**config.mk**
```make
export PLATFORM = sky130hd
export DESIGN_NAME = uart_loader_ctrl
export DESIGN_NICKNAME = d
export VERILOG_FILES = /design/src/rtl/uart_loader_ctrl.sv
export SDC_FILE = /design/constraint.sdc
export NUM_CORES = 1
export LEC_CHECK = 0
export CAP_MARGIN = 10
export CORE_MARGIN = 2
export CORE_UTILIZATION = 60
export CTS_BUF_LIST = sky130_fd_sc_hd__clkbuf_16
export CTS_CLUSTER_DIAMETER = 30
export DETAILED_ROUTE_END_ITERATION = 12
export PLACE_DENSITY = 0.82
export SLEW_MARGIN = 25
export SYNTH_ARGS = -nofsm -noshare
export SYNTH_HDL_FRONTEND = slang
export SYNTH_SLANG_ARGS = --single-unit
export TNS_END_PERCENT = 30
```
**constraint.sdc**
```tcl
create_clock -name clk -period 8.8 [get_ports clk]
set_clock_uncertainty 0.15 [all_clocks]
set_input_delay 1.76 -clock clk [delete_from_list [all_inputs] [get_ports clk]]
set_output_delay 1.76 -clock clk [all_outputs]
set_load 0.02 [all_outputs]
```
**src/rtl/uart_loader_ctrl.sv**
```systemverilog
// Boot loader: takes a length-prefixed byte stream from the UART, packs it into 32-bit words for core memory, then releases the core.
// Optional LOADER_ACK_EN adds a one-byte acknowledge handshake (tx_*) before the release.
module uart_loader_ctrl #(
    parameter int unsigned ADDR_W    = 15,
    parameter int unsigned BASE_ADDR = 0,
    parameter int unsigned MAX_BYTES = 131072
) (
    input  logic              clk,
    input  logic              rst,
    input  logic              rx_valid,
    input  logic [7:0]        rx_data,
    output logic              mem_we,
    input  logic              mem_wready,
    output logic [ADDR_W-1:0] mem_addr,
    output logic [31:0]       mem_wdata,
    output logic              cpu_stall,
    output logic              cpu_start,
    output logic              err_overrun,
`ifdef LOADER_ACK_EN
    output logic              tx_valid,
    output logic [7:0]        tx_data,
    input  logic              tx_ready,
`endif
    output logic              err_oversize
);

    localparam int unsigned LEN_W = 32;
    localparam logic [LEN_W-1:0]  MAX_LEN  = LEN_W'(MAX_BYTES);
    localparam logic [ADDR_W-1:0] ADDR_RST = ADDR_W'(BASE_ADDR);

    typedef enum logic [2:0] {
        S_HDR,
        S_LOAD,
        S_DRAIN,
`ifdef LOADER_ACK_EN
        S_ACK,
`endif
        S_DONE
    } state_e;

    state_e            state_q, state_d;
    logic [LEN_W-1:0]  cnt_q, cnt_d;
    logic [LEN_W-1:0]  len_q, len_d;
    logic [31:0]       asm_q, asm_d;
    logic              mem_we_q, mem_we_d;
    logic [ADDR_W-1:0] mem_addr_q, mem_addr_d;
    logic [31:0]       mem_wdata_q, mem_wdata_d;
    logic              cpu_stall_q, cpu_stall_d;
    logic              cpu_start_q, cpu_start_d;
    logic              err_overrun_q, err_overrun_d;
    logic              err_oversize_q, err_oversize_d;
`ifdef LOADER_ACK_EN
    logic              tx_valid_q, tx_valid_d;
    logic [7:0]        tx_data_q, tx_data_d;
`endif

    logic [1:0]        lane_c;
    logic [31:0]       word_c;
    logic [LEN_W-1:0]  hdr_len_c;
    logic              last_c;

    // Next-state and datapath
    always_comb begin
        state_d        = state_q;
        cnt_d          = cnt_q;
        len_d          = len_q;
        asm_d          = asm_q;
        mem_we_d       = mem_we_q;
        mem_addr_d     = mem_addr_q;
        mem_wdata_d    = mem_wdata_q;
        err_overrun_d  = err_overrun_q;
        err_oversize_d = err_oversize_q;
`ifdef LOADER_ACK_EN
        tx_valid_d     = tx_valid_q;
        tx_data_d      = tx_data_q;
`endif

        lane_c    = cnt_q[1:0];
        hdr_len_c = {rx_data, len_q[23:0]};
        last_c    = ((cnt_q + LEN_W'(1)) == len_q);
        // Lane 0 starts a fresh word so a short final word is zero-padded
        word_c    = (lane_c == 2'd0) ? 32'h0 : asm_q;
        word_c[{lane_c, 3'b000} +: 8] = rx_data;

        // A completed handshake retires the held word and advances the address
        if (mem_we_q && mem_wready) begin
            mem_we_d   = 1'b0;
            mem_addr_d = mem_addr_q + ADDR_W'(1);
        end

        case (state_q)
            S_HDR: begin
                if (rx_valid) begin
                    len_d[{lane_c, 3'b000} +: 8] = rx_data;
                    cnt_d = cnt_q + LEN_W'(1);
                    if (lane_c == 2'd3) begin
                        cnt_d          = '0;
                        err_oversize_d = err_oversize_q | (hdr_len_c > MAX_LEN);
                        state_d        = (hdr_len_c == '0) ? S_DONE : S_LOAD;
                    end
                end
            end
            S_LOAD: begin
                if (rx_valid) begin
                    cnt_d = cnt_q + LEN_W'(1);
                    asm_d = word_c;
                    if ((lane_c == 2'd3 || last_c) && (cnt_q < MAX_LEN)) begin
                        if (mem_we_q && !mem_wready) begin
                            err_overrun_d = 1'b1;
                        end
                        mem_we_d    = 1'b1;
                        mem_wdata_d = word_c;
                    end
                    if (last_c) begin
                        state_d = S_DRAIN;
                    end
                end
            end
            S_DRAIN: begin
                if (!mem_we_q || mem_wready) begin
`ifdef LOADER_ACK_EN
                    state_d    = S_ACK;
                    tx_valid_d = 1'b1;
                    tx_data_d  = (err_overrun_q || err_oversize_q) ? 8'hEE : 8'hAA;
`else
                    state_d    = S_DONE;
`endif
                end
            end
`ifdef LOADER_ACK_EN
            S_ACK: begin
                if (tx_ready) begin
                    tx_valid_d = 1'b0;
                    state_d    = S_DONE;
                end
            end
`endif
            S_DONE: begin
                state_d = S_DONE;
            end
            default: begin
                state_d = S_HDR;
            end
        endcase

        cpu_stall_d = (state_d != S_DONE);
        cpu_start_d = (state_d == S_DONE) && (state_q != S_DONE);
    end

    always_ff @(posedge clk or posedge rst) begin
        if (rst) begin
            state_q        <= S_HDR;
            cnt_q          <= '0;
            len_q          <= '0;
            asm_q          <= '0;
            mem_we_q       <= 1'b0;
            mem_addr_q     <= ADDR_RST;
            mem_wdata_q    <= '0;
            cpu_stall_q    <= 1'b1;
            cpu_start_q    <= 1'b0;
            err_overrun_q  <= 1'b0;
            err_oversize_q <= 1'b0;
`ifdef LOADER_ACK_EN
            tx_valid_q     <= 1'b0;
            tx_data_q      <= '0;
`endif
        end else begin
            state_q        <= state_d;
            cnt_q          <= cnt_d;
            len_q          <= len_d;
            asm_q          <= asm_d;
            mem_we_q       <= mem_we_d;
            mem_addr_q     <= mem_addr_d;
            mem_wdata_q    <= mem_wdata_d;
            cpu_stall_q    <= cpu_stall_d;
            cpu_start_q    <= cpu_start_d;
            err_overrun_q  <= err_overrun_d;
            err_oversize_q <= err_oversize_d;
`ifdef LOADER_ACK_EN
            tx_valid_q     <= tx_valid_d;
            tx_data_q      <= tx_data_d;
`endif
        end
    end

    assign mem_we       = mem_we_q;
    assign mem_addr     = mem_addr_q;
    assign mem_wdata    = mem_wdata_q;
    assign cpu_stall    = cpu_stall_q;
    assign cpu_start    = cpu_start_q;
    assign err_overrun  = err_overrun_q;
    assign err_oversize = err_oversize_q;
`ifdef LOADER_ACK_EN
    assign tx_valid     = tx_valid_q;
    assign tx_data      = tx_data_q;
`endif

endmodule

```
==> results of run 1 <==
-- state kept, by name (all words and copies together), names as in the netlist, 3 cells and up --
signal and cells:
asm_q 32, cnt_q 32, len_q 32, mem_wdata 32
mem_addr 15, state_q 3
-- report_power, final --
part           internal (W)  leakage, nW  total, W  switching [W]
sequential         0.000790         2.07  0.000909       0.000118
combinational      0.000248         1.68  0.000589       0.000341
clock              0.000419        0.285  0.000724       0.000305
-- critical path, cell delays in order, from the launching register on --
cell and delay (ns):
dfrtp_1 0.59, ha_1 0.63, nand3_1 0.31, or4_4 0.58, or4_1 0.64, xnor2_1 0.21, o2111ai_1 0.15, a211o_1 0.32
a2111oi_4 0.50, o2111ai_4 0.14, buf_4 0.34, mux2_4 0.37
-- through the flow --
step	instance area (um2)	hold slack [ns]	total power, W	cells
after global routing	9170	0.332	0.00232	1011
after detailed placement	8580	0.317	0.00149	979
after floorplan	7900	0.310	0.00131	789
final	9170	0.323	0.00222	1011
after global placement	8580	0.307	0.00146	979
after CTS	9160	0.328	0.00221	1011
-- logic make-up (layout without fill, tap and decap cells) --
group | count (synthesis) | in the layout | share of synthesized area [%]
compound gates | 204 | 204 | 18.2
xor+xnor | 60 | 60 | 6.65
fa+ha+maj | 6 | 6 | 0.950
buf+inv | 69 | 119 | 3.59
flops | 151 | 151 | 47.8
mux | 36 | 36 | 6.43
other cells | 1 | 1 | 0.0474
simple gates | 262 | 262 | 16.4
-- worst max-delay path by stage --
stage | start | slack (ns) | to
2_1_floorplan | rst | 2.83 | asm_q[0]$_DFFE_PP0P_
3_3_place_gp | cnt_q[0]$_DFFE_PP0P_ | 3.93 | mem_wdata[7]$_DFFE_PP0P_
3_5_place_dp | rx_valid | 3.79 | cpu_start$_DFF_PP0_
4_1_cts | cnt_q[0]$_DFFE_PP0P_ | 3.77 | mem_wdata[15]$_DFFE_PP0P_
5_1_grt | cnt_q[0]$_DFFE_PP0P_ | 3.55 | mem_wdata[3]$_DFFE_PP0P_
6_report | cnt_q[0]$_DFFE_PP0P_ | 3.71 | mem_wdata[0]$_DFFE_PP0P_
-- per-layer routing --
metal | up-vias | global-route usage, % | share of wire [%]
met5 | - | 0 | 0
met4 | 0 | 10.0 | 2.8
met3 | 56 | 5.94 | 7.0
met2 | 290 | 47.6 | 49
met1 | 3234 | 40.4 | 42
li1 | 2922 | - | -
-- cell usage in the layout, fill, tap and decap left out, types with 4 or more instances in the layout --
master           count
clkdlybuf4s50_1     63
o31ai_1             10
or4_1                4
a21o_1               7
clkbuf_16           17
mux2_4              28
o21ai_0             72
nand4_1             15
o41ai_1              5
a21oi_1             18
and3_1              19
inv_1               19
dfrtp_1            150
and2_1               8
xnor2_1             45
nand3_1             18
nand2_1            108
and4_1               7
nor3_1               9
a22o_1              65
xor2_1              15
nor2_1              34
mux2_2               6
nor4_1              21
buf_4                5
ha_1                 6
-- area by class of cell --
cell class / count / share of cell area (%)
Clock inverter: 15 / 1.66
Tap cell: 172 / 2.35
Timing Repair Buffer: 69 / 7.41
Inverter: 18 / 0.791
Sequential cell: 151 / 41.2
Multi-Input combinational cell: 569 / 42.0
Clock buffer: 17 / 4.64
==> results.py, run 1 <==
metrics = {
    "worst_setup_path": {
        "cp-start-kind": "register",
        "r2r_start": "cnt_q[0]$_DFFE_PP0P_",
        "endpoint_kind": "register",
        "crit_required_ns": 8.97,
        "crit_type": "register to register",
        "r2r_end": "mem_wdata[0]$_DFFE_PP0P_",
        "cp_max_fo": 34,
        "ff2ff_path_depth": 11,
        "rrSetupSlack_ns": 3.71,
        "worstPathArrival_ns": 5.25,
    },
    "routing": {
        "routed_wl_um": 20300,
        "post-route-drc-count": 0,
        "vias": 6502,
        "drtIter0Drc": 723,
        "postRouteAntennaNets": 0,
        "route.detailed.wl_per_inst_um": 20.1,
        "via_per_inst": 6.43,
        "dr.pass1.iters": 5,
    },
    "clock_tree": {
        "htree_levels": 4,
        "cts.clk_slew.worst_paths_ns": 0.06,
        "cts_resized": 0,
        "clk_latency_ns": 0.43,
        "cts_root_buffer": "clkbuf_16",
        "postCtsSetupBuffers": 0,
        "clk_path_buf_depth": 2,
        "numCtsBuffers": 17,
        "cts_hold_buf": 0,
        "clock_sinks": 151,
        "cts_tree": "done",
    },
    "timing": {
        "finalWorstSetupSlack_ns": 3.71,
        "period_share_pct": 57.8,
        "maxSlewViolCount": 0,
        "finalCriticalPeriod_ns": 5.09,
        "hold_violations": 0,
        "finalSetupTns_ns": 0,
        "finalSetupViolCount": 0,
        "max_slew_margin_pct": 38.7,
        "fmax_ghz": 0.197,
        "rsz0062_at_grt": "no",
        "worstMarginPinSlew_ns": 0.918,
    },
    "worst_hold_path": {
        "min_to": "mem_addr[14]$_DFFE_PP0P_",
        "whs_path_depth": 1,
        "hp-class": "register to register",
        "min-delay-start": "mem_addr[14]$_DFFE_PP0P_",
    },
    "place": {
        "pre_cts_ws_ns": 3.79,
        "portBuffers": 63,
        "dp_hpwl_um": 13500,
        "gp_congestion": 0.881,
    },
    "grt": {
        "grt_overflow_total": 0,
        "grt_pass1_wl_um": 33400,
        "grt_util_all_layers_pct": 29.7,
        "grt_pass1_vias": 6351,
        "grt_antenna_before_repair": 0,
        "grt_max_degree": 80,
    },
    "synth": {
        "synth_nets": 807,
        "ys_seq_area_share_pct": 47.8,
        "yosys.area.top_type": "dfrtp_1",
        "synth_edf_count": 0,
        "netlist_instances": 789,
        "ys_async_sr_fraction_pct": 100,
        "synth-seq-cells": 151,
        "synth.avg_cell_area_um2": 10.0,
        "synthTopCellsByCount": "150 x dfrtp_1, 109 x nand2_1, 72 x o21ai_0",
        "synthTopCellsByArea": "dfrtp_1 47%, a22o_1 7.2%, mux2_4 5.3%",
        "yosysMostFrequentCell": "dfrtp_1",
        "synth_flop_cell": "dfrtp_1",
        "syn_area_um2": 7900,
        "synth_cell_type_count": 55,
        "synth_top_area_share_pct": 47.5,
        "synth_warnings": 0,
    },
    "cells_and_area": {
        "nNetsFinal": 844,
        "drive_gt1_share_pct": 9.42,
        "post-route-util_pct": 72.1,
        "diodes": 0,
        "multi_input_area_um2": 3850,
        "area_growth_pct": 16.1,
        "fillers": 914,
        "seqCellArea_um2": 3780,
    },
    "floorplanning": {
        "initial_core_util_pct": 62.1,
        "die_w_um": 119,
        "die_h_um": 119,
        "core.rowCount": 41,
        "dieArea_um2": 14100,
        "ioPinCount": 64,
        "coreArea_um2": 12700,
    },
    "pwr": {
        "power.leakage_nw": 4.04,
        "p_per_area_nw_per_um2": 242,
        "ir_drop_mv": 0.175,
    },
    "outcome": {
        "status": "finished, final reports clean",
    },
    "job": {
        "maxCapViolCount": 0,
    },
}
(Power assumes the default switching activity.)
==> inputs of run 2 (changes only) <==
--- a/config.mk
+++ b/config.mk
@@ -7,11 +7,11 @@
 export LEC_CHECK = 0
 export CAP_MARGIN = 10
 export CORE_MARGIN = 2
-export CORE_UTILIZATION = 60
+export CORE_UTILIZATION = 59
 export CTS_BUF_LIST = sky130_fd_sc_hd__clkbuf_16
 export CTS_CLUSTER_DIAMETER = 30
 export DETAILED_ROUTE_END_ITERATION = 12
-export PLACE_DENSITY = 0.82
+export PLACE_DENSITY = 0.81
 export SLEW_MARGIN = 25
 export SYNTH_ARGS = -nofsm -noshare
 export SYNTH_HDL_FRONTEND = slang
==> constraint.sdc (replaced) <==
create_clock -name clk -period 4.8 [get_ports clk]
set_clock_uncertainty 0.15 [all_clocks]
set_input_delay 0.96 -clock clk [delete_from_list [all_inputs] [get_ports clk]]
set_output_delay 0.96 -clock clk [all_outputs]
set_load 0.02 [all_outputs]
==> results.py, run 2 (synthesis gave the netlist of run 1 again) <==
metrics = {
    "outcome": {
        "status": "finished, final reports clean",
    },
    "floorplanning": {
        "core.rowCount": 42,
        "die_w_um": 120,
        "dieArea_um2": 14300,
        "ioPinCount": 64,
        "coreArea_um2": 13100,
        "initial_core_util_pct": 60.2,
        "die_h_um": 120,
    },
    "clock_tree": {
        "clock_sinks": 151,
        "cts.clk_slew.worst_paths_ns": 0.06,
        "postCtsSetupBuffers": 0,
        "clk_latency_ns": 0.42,
        "cts_resized": 0,
        "htree_levels": 4,
        "cts_hold_buf": 0,
        "numCtsBuffers": 17,
        "clk_path_buf_depth": 2,
        "cts_root_buffer": "clkbuf_16",
        "cts_tree": "done",
    },
    "place": {
        "dp.cells": 996,
        "place_area_um2": 8700,
        "dp_hpwl_um": 13200,
        "gp_congestion": 0.960,
        "portBuffers": 63,
        "pre_cts_ws_ns": 0.527,
    },
    "worst_hold_path": {
        "hp-class": "register to register",
    },
    "worst_setup_path": {
        "cp-start-kind": "register",
        "endpoint_kind": "register",
        "crit_chain": "ha_1 -> nand3_1 -> or4_4 -> or4_1 -> xnor2_1 -> o2111ai_1 -> a211o_1 -> a2111oi_4 -> o2111ai_4 -> buf_4 -> mux2_4",
        "crit_required_ns": 4.96,
        "crit_type": "register to register",
        "cp_slowest_stage_delay_ns": 0.64,
        "worstPathArrival_ns": 4.48,
        "crit_slowest_cell": "or4_1",
        "cp_max_fo": 34,
    },
    "grt": {
        "grt_overflow_total": 0,
        "grt_max_degree": 81,
        "grt_antenna_before_repair": 0,
        "grt_pass1_vias": 6401,
        "grt_util_all_layers_pct": 29.4,
        "grt_pass1_wl_um": 33200,
    },
    "timing": {
        "finalSetupViolCount": 0,
        "finalWorstSetupSlack_ns": 0.476,
        "fmax_ghz": 0.231,
        "finalSetupTns_ns": 0,
        "period_share_pct": 90.1,
        "hold_violations": 0,
        "rsz0062_at_grt": "no",
        "max_slew_margin_pct": 26.6,
        "worstMarginPinSlew_ns": 1.09,
        "finalCriticalPeriod_ns": 4.32,
        "maxSlewViolCount": 0,
    },
    "pwr": {
        "p_per_area_nw_per_um2": 438,
        "ir_drop_mv": 0.290,
        "power.leakage_nw": 4.10,
    },
    "routing": {
        "vias": 6587,
        "route.detailed.wl_per_inst_um": 19.5,
        "routed_wl_um": 20000,
        "dr.pass1.iters": 5,
        "drtIter0Drc": 584,
        "via_per_inst": 6.41,
        "postRouteAntennaNets": 0,
        "post-route-drc-count": 0,
    },
    "cells_and_area": {
        "drive_gt1_share_pct": 10.9,
        "area_growth_pct": 17.5,
        "post-route-util_pct": 70.7,
        "fillers": 955,
        "diodes": 0,
        "final_area_um2": 9290,
        "nNetsFinal": 857,
        "final_cell_mix": "150 x dfrtp_1, 109 x nand2_1, 72 x o21ai_0",
        "fin_cells": 1028,
        "layout_commonest_cell": "dfrtp_1",
    },
    "job": {
        "maxCapViolCount": 0,
    },
}
## run 2: power breakdown
part           internal [W]  total (W)  leakage (nW)  switching [W]
logic              0.000473    0.00110          1.75       0.000629
registers           0.00145    0.00165          2.07       0.000203
clock network      0.000767    0.00131         0.284       0.000544
total               0.00269    0.00406          4.10        0.00138
## run 2: per-stage QoR
step	power [W]	hold slack [ns]
after floorplan	0.00240	0.310
after global placement	0.00269	0.308
after detailed placement	0.00273	0.310
after CTS	0.00405	0.328
after global routing	0.00427	0.351
final	0.00406	0.327
## run 2: cell type report
type / count / area, um2 / area share [%]
clock buffers: 17 / 425 / 4.58
clock inverters: 15 / 155 / 1.67
inverters: 18 / 71.3 / 0.768
multi-input cells: 569 / 3850 / 41.5
flip-flops and latches: 151 / 3780 / 40.7
well taps: 176 / 220 / 2.37
repair buffers: 82 / 786 / 8.46
## run 2: critical path: cells and delay by family (launching register included)
kind            cells  cell delay, ns
xor+xnor            1            0.20
compound gates      4            1.05
flops               1            0.46
simple gates        3            1.37
mux                 1            0.37
buf+inv             1            0.36
fa+ha+maj           1            0.22
## run 2: metal layers
metal,vias up,share of wire [%],GRT usage (%)
li1,2958,-,-
met1,3205,41,39.3
met2,358,47,47.3
met3,66,8.7,6.27
met4,0,3.1,11.1
met5,-,0,0
## run 2: worst paths after layout
check / slack (ns) / startpoint / depth (start not counted) / endpoint
worst max-delay path: 0.48 / cnt_q[1]$_DFFE_PP0P_ / 11 / mem_wdata[5]$_DFFE_PP0P_
worst min-delay path: 0.33 / mem_addr[14]$_DFFE_PP0P_ / 1 / mem_addr[14]$_DFFE_PP0P_
worst max register to register: 0.48 / cnt_q[1]$_DFFE_PP0P_ / 11 / mem_wdata[5]$_DFFE_PP0P_
worst min register to register: 0.33 / mem_addr[14]$_DFFE_PP0P_ / 1 / mem_addr[14]$_DFFE_PP0P_
max in group asynchronous: 2.69 / rst / 3 / cpu_stall$_DFF_PP1_
min in group asynchronous: 0.92 / rst / 2 / mem_addr[14]$_DFFE_PP0P_
==> inputs of run 3 (changes only) <==
--- a/config.mk
+++ b/config.mk
@@ -5,13 +5,14 @@
 export SDC_FILE = /design/constraint.sdc
 export NUM_CORES = 1
 export LEC_CHECK = 0
-export CAP_MARGIN = 10
+export CAP_MARGIN = 0
 export CORE_MARGIN = 2
 export CORE_UTILIZATION = 59
 export CTS_BUF_LIST = sky130_fd_sc_hd__clkbuf_16
 export CTS_CLUSTER_DIAMETER = 30
 export DETAILED_ROUTE_END_ITERATION = 12
 export PLACE_DENSITY = 0.81
+export REMOVE_ABC_BUFFERS = 1
 export SLEW_MARGIN = 25
 export SYNTH_ARGS = -nofsm -noshare
 export SYNTH_HDL_FRONTEND = slang
==> results.py, run 3 (synthesis gave the netlist of run 1 again) <==
metrics = {
    "worst_setup_path": {
        "crit_slowest_cell": "or4_1",
        "worstPathArrival_ns": 4.56,
        "r2r_start": "cnt_q[1]$_DFFE_PP0P_",
        "crit_buf_inv": 1,
        "cp-start-kind": "register",
        "path_depth": 11,
        "cp_top_family": "simple AND/OR/NAND/NOR gates",
        "crit_type": "register to register",
        "endpoint_kind": "register",
        "cp_max_fo": 34,
        "r2r_end": "mem_wdata[7]$_DFFE_PP0P_",
        "rrSetupSlack_ns": 0.40,
        "ff2ff_path_depth": 11,
        "crit_required_ns": 4.96,
        "cp_slowest_stage_delay_ns": 0.63,
        "crit_chain": "ha_1 -> nand3_1 -> or4_4 -> or4_1 -> xnor2_1 -> o2111ai_1 -> a211o_1 -> a2111oi_4 -> o2111ai_4 -> buf_4 -> mux2_4",
        "cp-endpoint": "mem_wdata[7]$_DFFE_PP0P_",
        "setup.worst_path.start": "cnt_q[1]$_DFFE_PP0P_",
    },
    "place": {
        "portBuffers": 63,
        "dp_hpwl_um": 13300,
        "place_area_um2": 8690,
        "dp.cells": 996,
        "gp_congestion": 1.06,
    },
    "clock_tree": {
        "cts_resized": 0,
        "cts_tree": "done",
        "numCtsBuffers": 17,
        "postCtsSetupBuffers": 0,
        "clk_path_buf_depth": 2,
        "cts_hold_buf": 0,
        "htree_levels": 4,
        "clk_latency_ns": 0.43,
        "clock_sinks": 151,
        "cts_root_buffer": "clkbuf_16",
        "cts.clk_slew.worst_paths_ns": 0.07,
    },
    "routing": {
        "wl_met1_um": 8500,
        "routed_wl_um": 20100,
        "top_layer_used": "met4",
        "via_per_inst": 6.32,
        "post-route-drc-count": 0,
        "route.detailed.wl_per_inst_um": 19.6,
        "wl_met2_um": 9450,
        "drtIter0Drc": 712,
        "dr.pass1.iters": 5,
        "postRouteAntennaNets": 0,
        "vias": 6498,
        "wl_met3_um": 1510,
    },
    "timing": {
        "finalCriticalPeriod_ns": 4.40,
        "maxSlewViolCount": 0,
        "finalSetupViolCount": 0,
        "max_slew_margin_pct": 37.7,
        "whs_ns": 0.314,
        "period_share_pct": 91.7,
        "fmax_ghz": 0.227,
        "finalSetupTns_ns": 0,
        "worstMarginPinSlew_ns": 0.926,
        "rsz0062_at_grt": "no",
        "hold_violations": 0,
    },
    "floorplanning": {
        "coreArea_um2": 13100,
        "dieArea_um2": 14300,
        "core.rowCount": 42,
        "initial_core_util_pct": 60.2,
        "die_w_um": 120,
        "die_h_um": 120,
        "ioPinCount": 64,
    },
    "cells_and_area": {
        "post-route-util_pct": 71.0,
        "nNetsFinal": 857,
        "fillers": 932,
        "area_growth_pct": 18.0,
        "diodes": 0,
        "layout_commonest_cell": "dfrtp_1",
        "final_area_um2": 9330,
        "fin_cells": 1028,
        "drive_gt1_share_pct": 11.0,
        "final_cell_mix": "150 x dfrtp_1, 109 x nand2_1, 72 x o21ai_0",
    },
    "pwr": {
        "power.leakage_nw": 4.12,
        "p_int_w": 0.00275,
        "ir_drop_mv": 0.389,
        "p_clk_share_pct": 33.4,
        "p_per_area_nw_per_um2": 447,
        "switchingPower_w": 0.00142,
        "swShare_pct": 34.0,
        "p_seq_share_pct": 39.8,
        "pwr-share-comb_pct": 26.7,
    },
    "outcome": {
        "status": "finished, final reports clean",
    },
    "grt": {
        "grt_pass1_wl_um": 33500,
        "grt_pass1_vias": 6553,
        "grt_util_all_layers_pct": 29.6,
        "grt_max_degree": 88,
        "grt_antenna_before_repair": 0,
        "grt_overflow_total": 0,
    },
    "job": {
        "maxCapViolCount": 0,
    },
    "worst_hold_path": {
        "min-delay-start": "mem_addr[14]$_DFFE_PP0P_",
        "hp-class": "register to register",
    },
}
run 3: per-stage QoR:
| stage | setup WS, ns | total power, W |
|---|---|---|
| 2_1_floorplan | -0.373 | 0.00238 |
| 3_3_place_gp | 0.637 | 0.00270 |
| 3_5_place_dp | 0.472 | 0.00275 |
| 4_1_cts | 0.431 | 0.00415 |
| 5_1_grt | 0.133 | 0.00438 |
| 6_report | 0.398 | 0.00417 |
run 3: layer usage:
metal / GRT usage (%) / up-vias
met1: 39.2 / 3202
met2: 46.8 / 288
met5: 0 / -
met3: 7.22 / 55
met4: 13.0 / 0
li1: - / 2953
run 3: worst min-delay path by stage:
stage / endpoint / slack, ns / cells past startpoint
after global placement: mem_addr[14]$_DFFE_PP0P_ / 0.31 / 1
after CTS: mem_addr[14]$_DFFE_PP0P_ / 0.32 / 1
after floorplan: state_q[1]$_DFF_PP0_ / 0.31 / 1
after global routing: mem_addr[14]$_DFFE_PP0P_ / 0.35 / 1
after detailed placement: mem_addr[14]$_DFFE_PP0P_ / 0.31 / 1
final: mem_addr[14]$_DFFE_PP0P_ / 0.31 / 1
run 3: area by class of cell:
class | instances | area [um2] | area share, %
Inverter | 18 | 72.6 | 0.778
Tap cell | 176 | 220 | 2.36
Clock inverter | 15 | 194 | 2.08
Multi-Input combinational cell | 569 | 3860 | 41.4
Clock buffer | 17 | 425 | 4.56
Timing Repair Buffer | 82 | 773 | 8.29
Sequential cell | 151 | 3780 | 40.5
run 3: power by group through the flow:
| stage | clock, W | combinational [W] | sequential [W] |
|---|---|---|---|
| 2_1_floorplan | 0 | 0.000744 | 0.00163 |
| 3_3_place_gp | 0 | 0.00105 | 0.00166 |
| 3_5_place_dp | 0 | 0.00108 | 0.00167 |
| 4_1_cts | 0.00141 | 0.00109 | 0.00165 |
| 5_1_grt | 0.00147 | 0.00123 | 0.00168 |
| 6_report | 0.00139 | 0.00111 | 0.00166 |
run 3: worst register-to-register path: stages, from the launching register on:
cell and delay (ns):
dfrtp_1 0.48, ha_1 0.23, nand3_1 0.17, or4_4 0.57, or4_1 0.63, xnor2_1 0.24
o2111ai_1 0.14, a211o_1 0.32, a2111oi_4 0.46, o2111ai_4 0.13, buf_4 0.36, mux2_4 0.39
